File: src/rtl/datapath_mc_if.sv
// Issue/debug/status bundle between the datapath_mc block and its driver.
interface datapath_mc_if #(
    parameter int WIDTH = 8,
    parameter int AW = 3
);
    logic             start;
    logic [2:0]       op;
    logic [AW-1:0]    ra1;
    logic [AW-1:0]    ra2;
    logic [AW-1:0]    wa3;
    logic             use_imm;
    logic [WIDTH-1:0] imm;
    logic [AW-1:0]    dbg_addr;
    logic [WIDTH-1:0] dbg_data;
    logic             busy;
    logic             done;
    logic [WIDTH-1:0] result;
    logic             zero;

    modport master (
        output start, op, ra1, ra2, wa3, use_imm, imm, dbg_addr,
        input  dbg_data, busy, done, result, zero
    );

    modport slave (
        input  start, op, ra1, ra2, wa3, use_imm, imm, dbg_addr,
        output dbg_data, busy, done, result, zero
    );
endinterface

File: src/rtl/datapath_mc.sv
// Multi-cycle datapath: register file, single-cycle ALU ops, iterative
// shifter and shift-add multiplier sequenced by an IDLE/EXEC FSM.
module datapath_mc #(
    parameter int WIDTH = 8,
    parameter int NREGS = 8,
    localparam int AW = $clog2(NREGS)
) (
    input logic          iCLK,
    input logic          iRST_N,
    datapath_mc_if.slave bus
);
    localparam int SW = $clog2(WIDTH);
    localparam int CW = $clog2(WIDTH + 1);

    typedef enum logic [2:0] {
        OP_ADD, OP_SUB, OP_AND, OP_OR,
        OP_SLT, OP_SLL, OP_SRL, OP_MUL
    } op_e;

    typedef enum logic {IDLE, EXEC} state_e;

    state_e           state_q, state_d;
    logic [WIDTH-1:0] rf [NREGS];
    logic [WIDTH-1:0] a_q, b_q, acc_q, res_q;
    op_e              op_q;
    logic [AW-1:0]    wa_q;
    logic [CW-1:0]    cnt_q;
    logic             done_q, zero_q;

    logic             issue, fin;
    logic             is_alu, is_sh, is_mul;
    logic [WIDTH-1:0] src_a, src_b, alu, res_d, step;
    op_e              op_in;

    assign op_in = op_e'(bus.op);
    assign src_a = (bus.ra1 == '0) ? '0 : rf[bus.ra1];
    assign src_b = bus.use_imm ? bus.imm :
                   (bus.ra2 == '0) ? '0 : rf[bus.ra2];
    assign issue = (state_q == IDLE) && bus.start;

    assign is_mul = (op_q == OP_MUL);
    assign is_sh  = (op_q == OP_SLL) || (op_q == OP_SRL);
    assign is_alu = !is_mul && !is_sh;
    // a_q doubles as shift register and shifted multiplicand
    assign step   = (op_q == OP_SRL) ? a_q >> 1 : a_q << 1;

    always_comb begin
        alu = '0;
        unique case (op_q)
            OP_ADD:  alu = a_q + b_q;
            OP_SUB:  alu = a_q - b_q;
            OP_AND:  alu = a_q & b_q;
            OP_OR:   alu = a_q | b_q;
            OP_SLT:  alu = WIDTH'($signed(a_q) < $signed(b_q));
            default: alu = '0;
        endcase
    end

    always_comb begin
        fin   = 1'b0;
        res_d = alu;
        unique case (1'b1)
            is_alu: fin = 1'b1;
            is_sh: begin
                fin   = (cnt_q <= CW'(1));
                res_d = (cnt_q == '0) ? a_q : step;
            end
            is_mul: begin
                fin   = (cnt_q == CW'(1));
                res_d = acc_q + (b_q[0] ? a_q : '0);
            end
            default: ;
        endcase
    end

    always_ff @(posedge iCLK or negedge iRST_N) begin
        if (!iRST_N) state_q <= IDLE;
        else         state_q <= state_d;
    end

    always_comb begin
        state_d = state_q;
        unique case (state_q)
            IDLE:    if (bus.start) state_d = EXEC;
            EXEC:    if (fin) state_d = IDLE;
            default: state_d = IDLE;
        endcase
    end

    always_ff @(posedge iCLK or negedge iRST_N) begin
        if (!iRST_N) begin
            for (int i = 0; i < NREGS; i++) rf[i] <= '0;
            a_q    <= '0;
            b_q    <= '0;
            acc_q  <= '0;
            res_q  <= '0;
            op_q   <= OP_ADD;
            wa_q   <= '0;
            cnt_q  <= '0;
            done_q <= 1'b0;
            zero_q <= 1'b0;
        end else begin
            done_q <= 1'b0;
            if (issue) begin
                a_q   <= src_a;
                b_q   <= src_b;
                op_q  <= op_in;
                wa_q  <= bus.wa3;
                acc_q <= '0;
                cnt_q <= (op_in == OP_MUL) ? CW'(WIDTH)
                                           : CW'(src_b[SW-1:0]);
            end else if (state_q == EXEC) begin
                a_q   <= step;
                b_q   <= b_q >> 1;
                acc_q <= res_d;
                if (cnt_q != '0) cnt_q <= cnt_q - CW'(1);
                if (fin) begin
                    res_q  <= res_d;
                    zero_q <= (res_d == '0);
                    done_q <= 1'b1;
                    if (wa_q != '0) rf[wa_q] <= res_d;
                end
            end
        end
    end

    assign bus.busy     = (state_q == EXEC);
    assign bus.done     = done_q;
    assign bus.result   = res_q;
    assign bus.zero     = zero_q;
    assign bus.dbg_data = (bus.dbg_addr == '0) ? '0 : rf[bus.dbg_addr];
endmodule

File: src/flat_wrapper.sv
// flat-port wrapper written by rule: the top's interface ports become plain ports
module datapath_mc_flat 
#(
    parameter int WIDTH = 8,
    parameter int NREGS = 8,
    localparam int AW = $clog2(NREGS)
)
  (iCLK, iRST_N, bus_start, bus_op, bus_ra1, bus_ra2, bus_wa3, bus_use_imm, bus_imm, bus_dbg_addr, bus_dbg_data, bus_busy, bus_done, bus_result, bus_zero);
  datapath_mc_if #(.WIDTH(WIDTH), .AW((3))) bus_i ();
  input logic iCLK;
  input logic iRST_N;
  input wire logic [$bits(bus_i.start)-1:0] bus_start;
  input wire logic [$bits(bus_i.op)-1:0] bus_op;
  input wire logic [$bits(bus_i.ra1)-1:0] bus_ra1;
  input wire logic [$bits(bus_i.ra2)-1:0] bus_ra2;
  input wire logic [$bits(bus_i.wa3)-1:0] bus_wa3;
  input wire logic [$bits(bus_i.use_imm)-1:0] bus_use_imm;
  input wire logic [$bits(bus_i.imm)-1:0] bus_imm;
  input wire logic [$bits(bus_i.dbg_addr)-1:0] bus_dbg_addr;
  output wire logic [$bits(bus_i.dbg_data)-1:0] bus_dbg_data;
  output wire logic [$bits(bus_i.busy)-1:0] bus_busy;
  output wire logic [$bits(bus_i.done)-1:0] bus_done;
  output wire logic [$bits(bus_i.result)-1:0] bus_result;
  output wire logic [$bits(bus_i.zero)-1:0] bus_zero;
  assign bus_i.start = bus_start;
  assign bus_i.op = bus_op;
  assign bus_i.ra1 = bus_ra1;
  assign bus_i.ra2 = bus_ra2;
  assign bus_i.wa3 = bus_wa3;
  assign bus_i.use_imm = bus_use_imm;
  assign bus_i.imm = bus_imm;
  assign bus_i.dbg_addr = bus_dbg_addr;
  assign bus_dbg_data = bus_i.dbg_data;
  assign bus_busy = bus_i.busy;
  assign bus_done = bus_i.done;
  assign bus_result = bus_i.result;
  assign bus_zero = bus_i.zero;
  datapath_mc #(.WIDTH(WIDTH), .NREGS(NREGS)) u_core (.iCLK(iCLK), .iRST_N(iRST_N), .bus(bus_i));
endmodule
File: config.mk
export PLATFORM = sky130hd
export DESIGN_NAME = datapath_mc_flat
export DESIGN_NICKNAME = d
export VERILOG_FILES = /design/src/rtl/datapath_mc_if.sv /design/src/rtl/datapath_mc.sv /design/src/flat_wrapper.sv
export SDC_FILE = /design/constraint.sdc
export NUM_CORES = 1
export LEC_CHECK = 0
export ABC_CLOCK_PERIOD_IN_PS = 3250
export BUFFER_PORTS_ARGS = -buffer_cell sky130_fd_sc_hd__buf_2
export CORE_ASPECT_RATIO = 0.7
export CORE_UTILIZATION = 56
export CTS_BUF_LIST = sky130_fd_sc_hd__clkbuf_16
export DETAILED_ROUTE_END_ITERATION = 7
export GPL_TIMING_DRIVEN = 0
export PLACE_DENSITY = 0.77
export SLEW_MARGIN = 10
export SYNTH_ARGS = -nofsm -noshare
export SYNTH_HDL_FRONTEND = slang
export SYNTH_SLANG_ARGS = --single-unit
File: constraint.sdc
create_clock -name iCLK -period 3.25 [get_ports iCLK]
set_clock_uncertainty 0.15 [all_clocks]
set_input_delay 0.4875 -clock iCLK [delete_from_list [all_inputs] [get_ports iCLK]]
set_output_delay 0.4875 -clock iCLK [all_outputs]
set_load 0.005 [all_outputs]
* After elaboration in Yosys (flattened, before gate mapping)
Cells that the tools add are included.
** Word-level totals
- Register bits :: 109
- Bits in latches :: 0
- Bits in writable memories :: 0
- Bits in read-only memories :: 0
- Input port bits :: 27
- Memories :: 0
** Cells by class
- Add/sub/neg operators :: 4
- Multipliers :: 0
- Div/mod/pow operators :: 0
- $lt $le $gt $ge :: 7
- Equality and inequality tests :: 9
- Shift-type cells :: 0
- Muxes and demuxes :: 38
- Bitwise gates (word level) :: 8
- Reductions and logical operators :: 19
** Operator list (number)
- 2-to-1 mux 8 bit :: 20
- binary-select mux 8 bit (select 3 bit) :: 3
- bitwise mux 64 bit :: 1
- one-hot mux 8 bit (5 select lines) :: 1
- demux 8 bit (select 3 bit) :: 1
- adder 8 bit :: 2
- greater-or-equal comparator 4 bit, second input constant :: 4
- 2-to-1 mux 4 bit :: 4
- NOT 3 -> 4 bit :: 4
- one-hot mux 8 bit (2 select lines) :: 1
- == test 3 bit, second input constant :: 5
- logical NOT 3 bit :: 4
- AND 8 bit :: 1
- logical NOT 8 bit :: 1
- less-than comparator 8 bit :: 1
- OR 8 bit :: 1
- subtractor 8 bit :: 1
- == test 3 x 2 -> 1 bit, second input constant :: 2
- 2-to-1 mux 1 bit :: 5
- == test 4 x 1 -> 1 bit, second input constant :: 1
- less-or-equal comparator 4 x 1 -> 1 bit, second input constant :: 1
- logical NOT 4 bit :: 1
- less-than comparator 4 x 1 -> 1 bit, second input constant :: 1
- AND reduction 4 bit :: 1
- 13 further kinds :: 18

* Longest topological paths before layout
- Depth after elaboration :: 8
- Mapped depth :: 11
- Gate-level depth less buffers :: 10

* Least setup slack after synthesis
Ideal clock, no wire load.
- Kind :: register to register
- Start point :: reg u_core.a_q[0]
- End point :: reg u_core.zero_q (netlist: u_core.bus.zero)
- Library setup time :: 0.104 ns
- Data arrival time :: 3.110 ns
- Required time :: 2.996 ns
- Path slack :: -0.114 ns
- Stages on the path, launching flop included :: 12
- Buffers on the path :: 1
- Clock period less this slack :: 3.364 ns
- Cells stage by stage :: dfrtp_1 -> inv_1 -> ha_1 -> fa_1 -> o21bai_1 -> a21oi_1 -> nor2_1 -> mux2_2 -> or4_1 -> buf_2 -> or4b_1 -> o41ai_2
** On the way
- Word-level cells in the longest chain between the ends :: 4
- Elaborated cells between the ends (all ways) :: 12
** RTL lines
- from (decl) :: line datapath_mc.sv:24 : logic [WIDTH-1:0] a_q, b_q, acc_q, res_q;
- from (signal assigned) :: line datapath_mc.sv:105 : a_q <= src_a;
- from (signal assigned) :: line datapath_mc.sv:113 : a_q <= step;
- subtractor 8 bit, or another cell as far along :: line datapath_mc.sv:51 : OP_SUB: alu = a_q - b_q;
- one-hot mux 8 bit (5 select lines), or another cell as far along :: line datapath_mc.sv:49 : unique case (op_q)
- one-hot mux 8 bit (2 select lines) (*) :: line datapath_mc.sv:62 : unique case (1'b1)
- logical NOT 8 bit (*) :: line datapath_mc.sv:119 : zero_q <= (res_d == '0);
- to (signal assigned) :: line datapath_mc.sv:119
- to (decl) :: line datapath_mc.sv:28 : logic done_q, zero_q;
Mark *: on every way between the ends. The rest lies on a longest branch, timed or not.
A chain may end at the register's enable or synchronous reset.

* Worst setup path in the final report
- Start point :: reg u_core.a_q[1]
- End point :: reg u_core.zero_q (netlist: u_core.bus.zero)
The elaborated chain is that of the path after synthesis.

==> impl_results.md <==
- Maxcap violations: 0
- Failing checks: negative setup slack
- Crit-path max cell delay: 0.57 ns
- FF+latch count, synth: 109
- Synth Area in Compound Gates: 17.03%
- Area Overhead vs Synth: 16.45%
- Total GRT Usage: 36.78%
- Final hold slack: 0.1603 ns
- Worst r2r path cells: 9
- Routability Congestion: 1.007
- DIE WIDTH: 140.9 µm
- Kind of end point of the critical path: flop
- XOR/XNOR share of the synthesized area: 1.157%
- CP Max Fanout: 7
- Period utilization: 105.0%
- Post-synthesis async set-or-reset flop share: 100.0%
- GR Overflow Total: 0
- Final slew viol count: 0
- Nets: 916
- Max frequency: 293.0 MHz
- DRT antenna net count: 0
- Crit Path Category: reg2reg
- Critical path launch point type: flop
- Drt total wl: 25.19 mm
- Power Total: 0.009914 W
- PnR worst setup slack: -0.1635 ns
- Routed WL per cell: 24.18 µm
- Pin count of the biggest net entering global routing: 79
- Slew Limit Headroom: 35.92%
- Setup TNS: -0.3645 ns
- Final setup vio count: 16
- Clk Tree Root Cell: clkbuf_16
- CP cell instances: clkinvlp_4 -> fa_2 -> o21bai_1 -> a21oi_2 -> nor2_2 -> mux2_4 -> or4_4 -> or4b_4 -> o41ai_4
- Post-Synth Simple-Gate Area: 15.11%
- Area after DPL: 8051 µm²
- Design Area, Final: 8812 µm²
- Initial antenna violation count: 1
- Global-route wire length before repair: 38.22 mm
- Post-synth top flop: dfrtp_1
- Top post-synthesis cells by count: dfrtp_1 (109), mux2_2 (78), nand2_1 (71), nor2_1 (70), o21ai_0 (48)
- Detailed-router iteration count before antenna repair: 6
- Unrepaired setup endpoints after global routing: yes
- IO Count: 46
- Post-Synth Adder-Cell Area: 6.415%
- Worst-path clk slew: 0.08 ns
- Post-Syn Instances: 773
- Post-synth EDFFs: 0
- TritonCTS Buffers: 9
- Worst Tran Pin Value: 0.9612 ns
- Die Y: 99.26 µm
- Die area: 13990 µm²
- Mux contribution to synthesized area: 19.68%
- Core box area: 13180 µm²
- Synth top area cells: dfrtp_1 (36%), mux2_2 (12%), mux4_2 (6.0%)
- Vias: 7053
- Bufs on Longest Clock Path: 2
- Static Leak: 3.820 nW
- Clock latency on the worst-skew pair: 0.36 ns
- PD cells: 1125 nW/µm²
- Area leader, netlist: dfrtp_1
- Syn_nets: 837
- Final min period: 3.414 ns
- Synth Cell Area: 7567 µm²
- I/O Buffers: 40
- Flop-to-flop setup slack: -0.16 ns
- Most frequent cell after synthesis: dfrtp_1
- Outcome: complete, but fails checks
- Layout cells sized above 1: 28.12%
- # DRC: 0
- Via density: 6.769
- Main combinational cell family by area after synthesis: multiplexers
- Hold Crit Class: in2reg
- Count of final hold-check violations: 0
- CTS H-tree lvls: 3
- Initial DRC count: 1188
- Sink Count: 109
- Yosys warns: 0
- Area share of the largest cell type after synthesis: 36.04%
- Detail Placement HPWL: 17.60 mm
- Site Rows: 35
- Synth cell types: 63
- N_diodes: 0
- CTS tree: done
- Critical Path RT: 3.36 ns
- CP max stage cell: or4_4
- Syn Area/Cell: 9.789 µm²
- Hold path depth: 3
- CP Data Arrival Time: 3.53 ns
- Seq/Total Area, Yosys: 36.04%
- Initial core utilization: 57.41%
- Vias in the first global route: 6707
- Peak VDD IR: 0.5964 mV
## area by class of cell
type,instances,area [µm²]
clock buffer,9,225.2
inverter,34,131.4
clock inverter,7,77.57
sequential,109,2734
buffer,52,205.2
fill,1004,4369
timing repair buffer,72,551.8
tap,185,231.5
multi-input combinational,574,4656
## cell families after synthesis
family	count (synthesis)
buffers and inverters	90
xor gates and xnor gates	10
AOI/OAI and AO/OA	189
DFF	109
and+or+nand+nor	224
muxes	114
adders and majority gates	37
## stage by stage
stage                     utilization, %  std cells  worst slack, ns
after CTS                          65.63       1033          -0.2619
after global placement             60.83        998          -0.3520
after detailed placement           61.08        999          -0.4253
after floorplan                        -        773          0.01090
final                              66.85       1042          -0.1635
after global routing               66.85       1042          -0.1977
## where the power goes
part / switching [W] / internal [W] / total, W / leakage, nW
Combinational: 0.00358 / 0.00257 / 0.00615 / 2.30
Sequential: 0.000702 / 0.00194 / 0.00264 / 1.37
Clock: 0.000582 / 0.000548 / 0.00113 / 0.149
Total: 0.00486 / 0.00505 / 0.00991 / 3.82
## per-layer routing
metal	share of wire, %	GRT usage [%]	vias up
met2	42	50.44	488
met3	15	12.28	57
met5	0.056	0	-
met4	2.3	11.45	2
met1	41	54.50	3513
li1	-	-	2993
## critical path: cells and delay by family, from the launching register on
kind / cells / cell delay (ns)
and+or+nand+nor: 3 / 1.26
AOI/OAI and AO/OA: 3 / 0.52
DFF: 1 / 0.47
adders and majority gates: 1 / 0.39
muxes: 1 / 0.31
buffers and inverters: 1 / 0.22
## path summary, 6_finish.rpt
check | end | from
setup / recovery | u_core.bus.zero | u_core.a_q[1]
hold / removal | u_core.wa_q[1] | bus_wa3[1]
setup reg to reg | u_core.bus.zero | u_core.a_q[1]
hold reg to reg | u_core.rf[56] | u_core.rf[56]
max in group asynchronous | u_core.rf[21] | iRST_N
min in group asynchronous | u_core.rf[46] | iRST_N
## repair_timing
action,CTS,global route
hold buffers,1,0
endpoints found under the hold margin,31,0
resized for setup,23,19
setup endpoints to repair,57,42
pin swaps,14,11
buffers inserted,20,10
## cells in the final DEF (no fill, tap or decap), types with 28 or more instances in the layout
| cell type | instances |
|---|---|
| dfrtp_1 | 104 |
| inv_1 | 28 |
| ha_1 | 31 |
| nor2_1 | 69 |
| clkbuf_1 | 36 |
| o21ai_0 | 48 |
| nand2_1 | 71 |
| a21oi_1 | 36 |
| buf_2 | 44 |
| mux2_2 | 77 |
## flip-flops by register name (all words and copies together), names as in the netlist
register           flops
u_core.a_q             8
u_core.acc_q           8
u_core.b_q             8
u_core.bus.busy        1
u_core.bus.done        1
u_core.bus.result      8
u_core.bus.zero        1
u_core.cnt_q           4
u_core.op_q            3
u_core.rf             64
u_core.wa_q            3
Note: power is estimated with default switching activity, not from simulation.
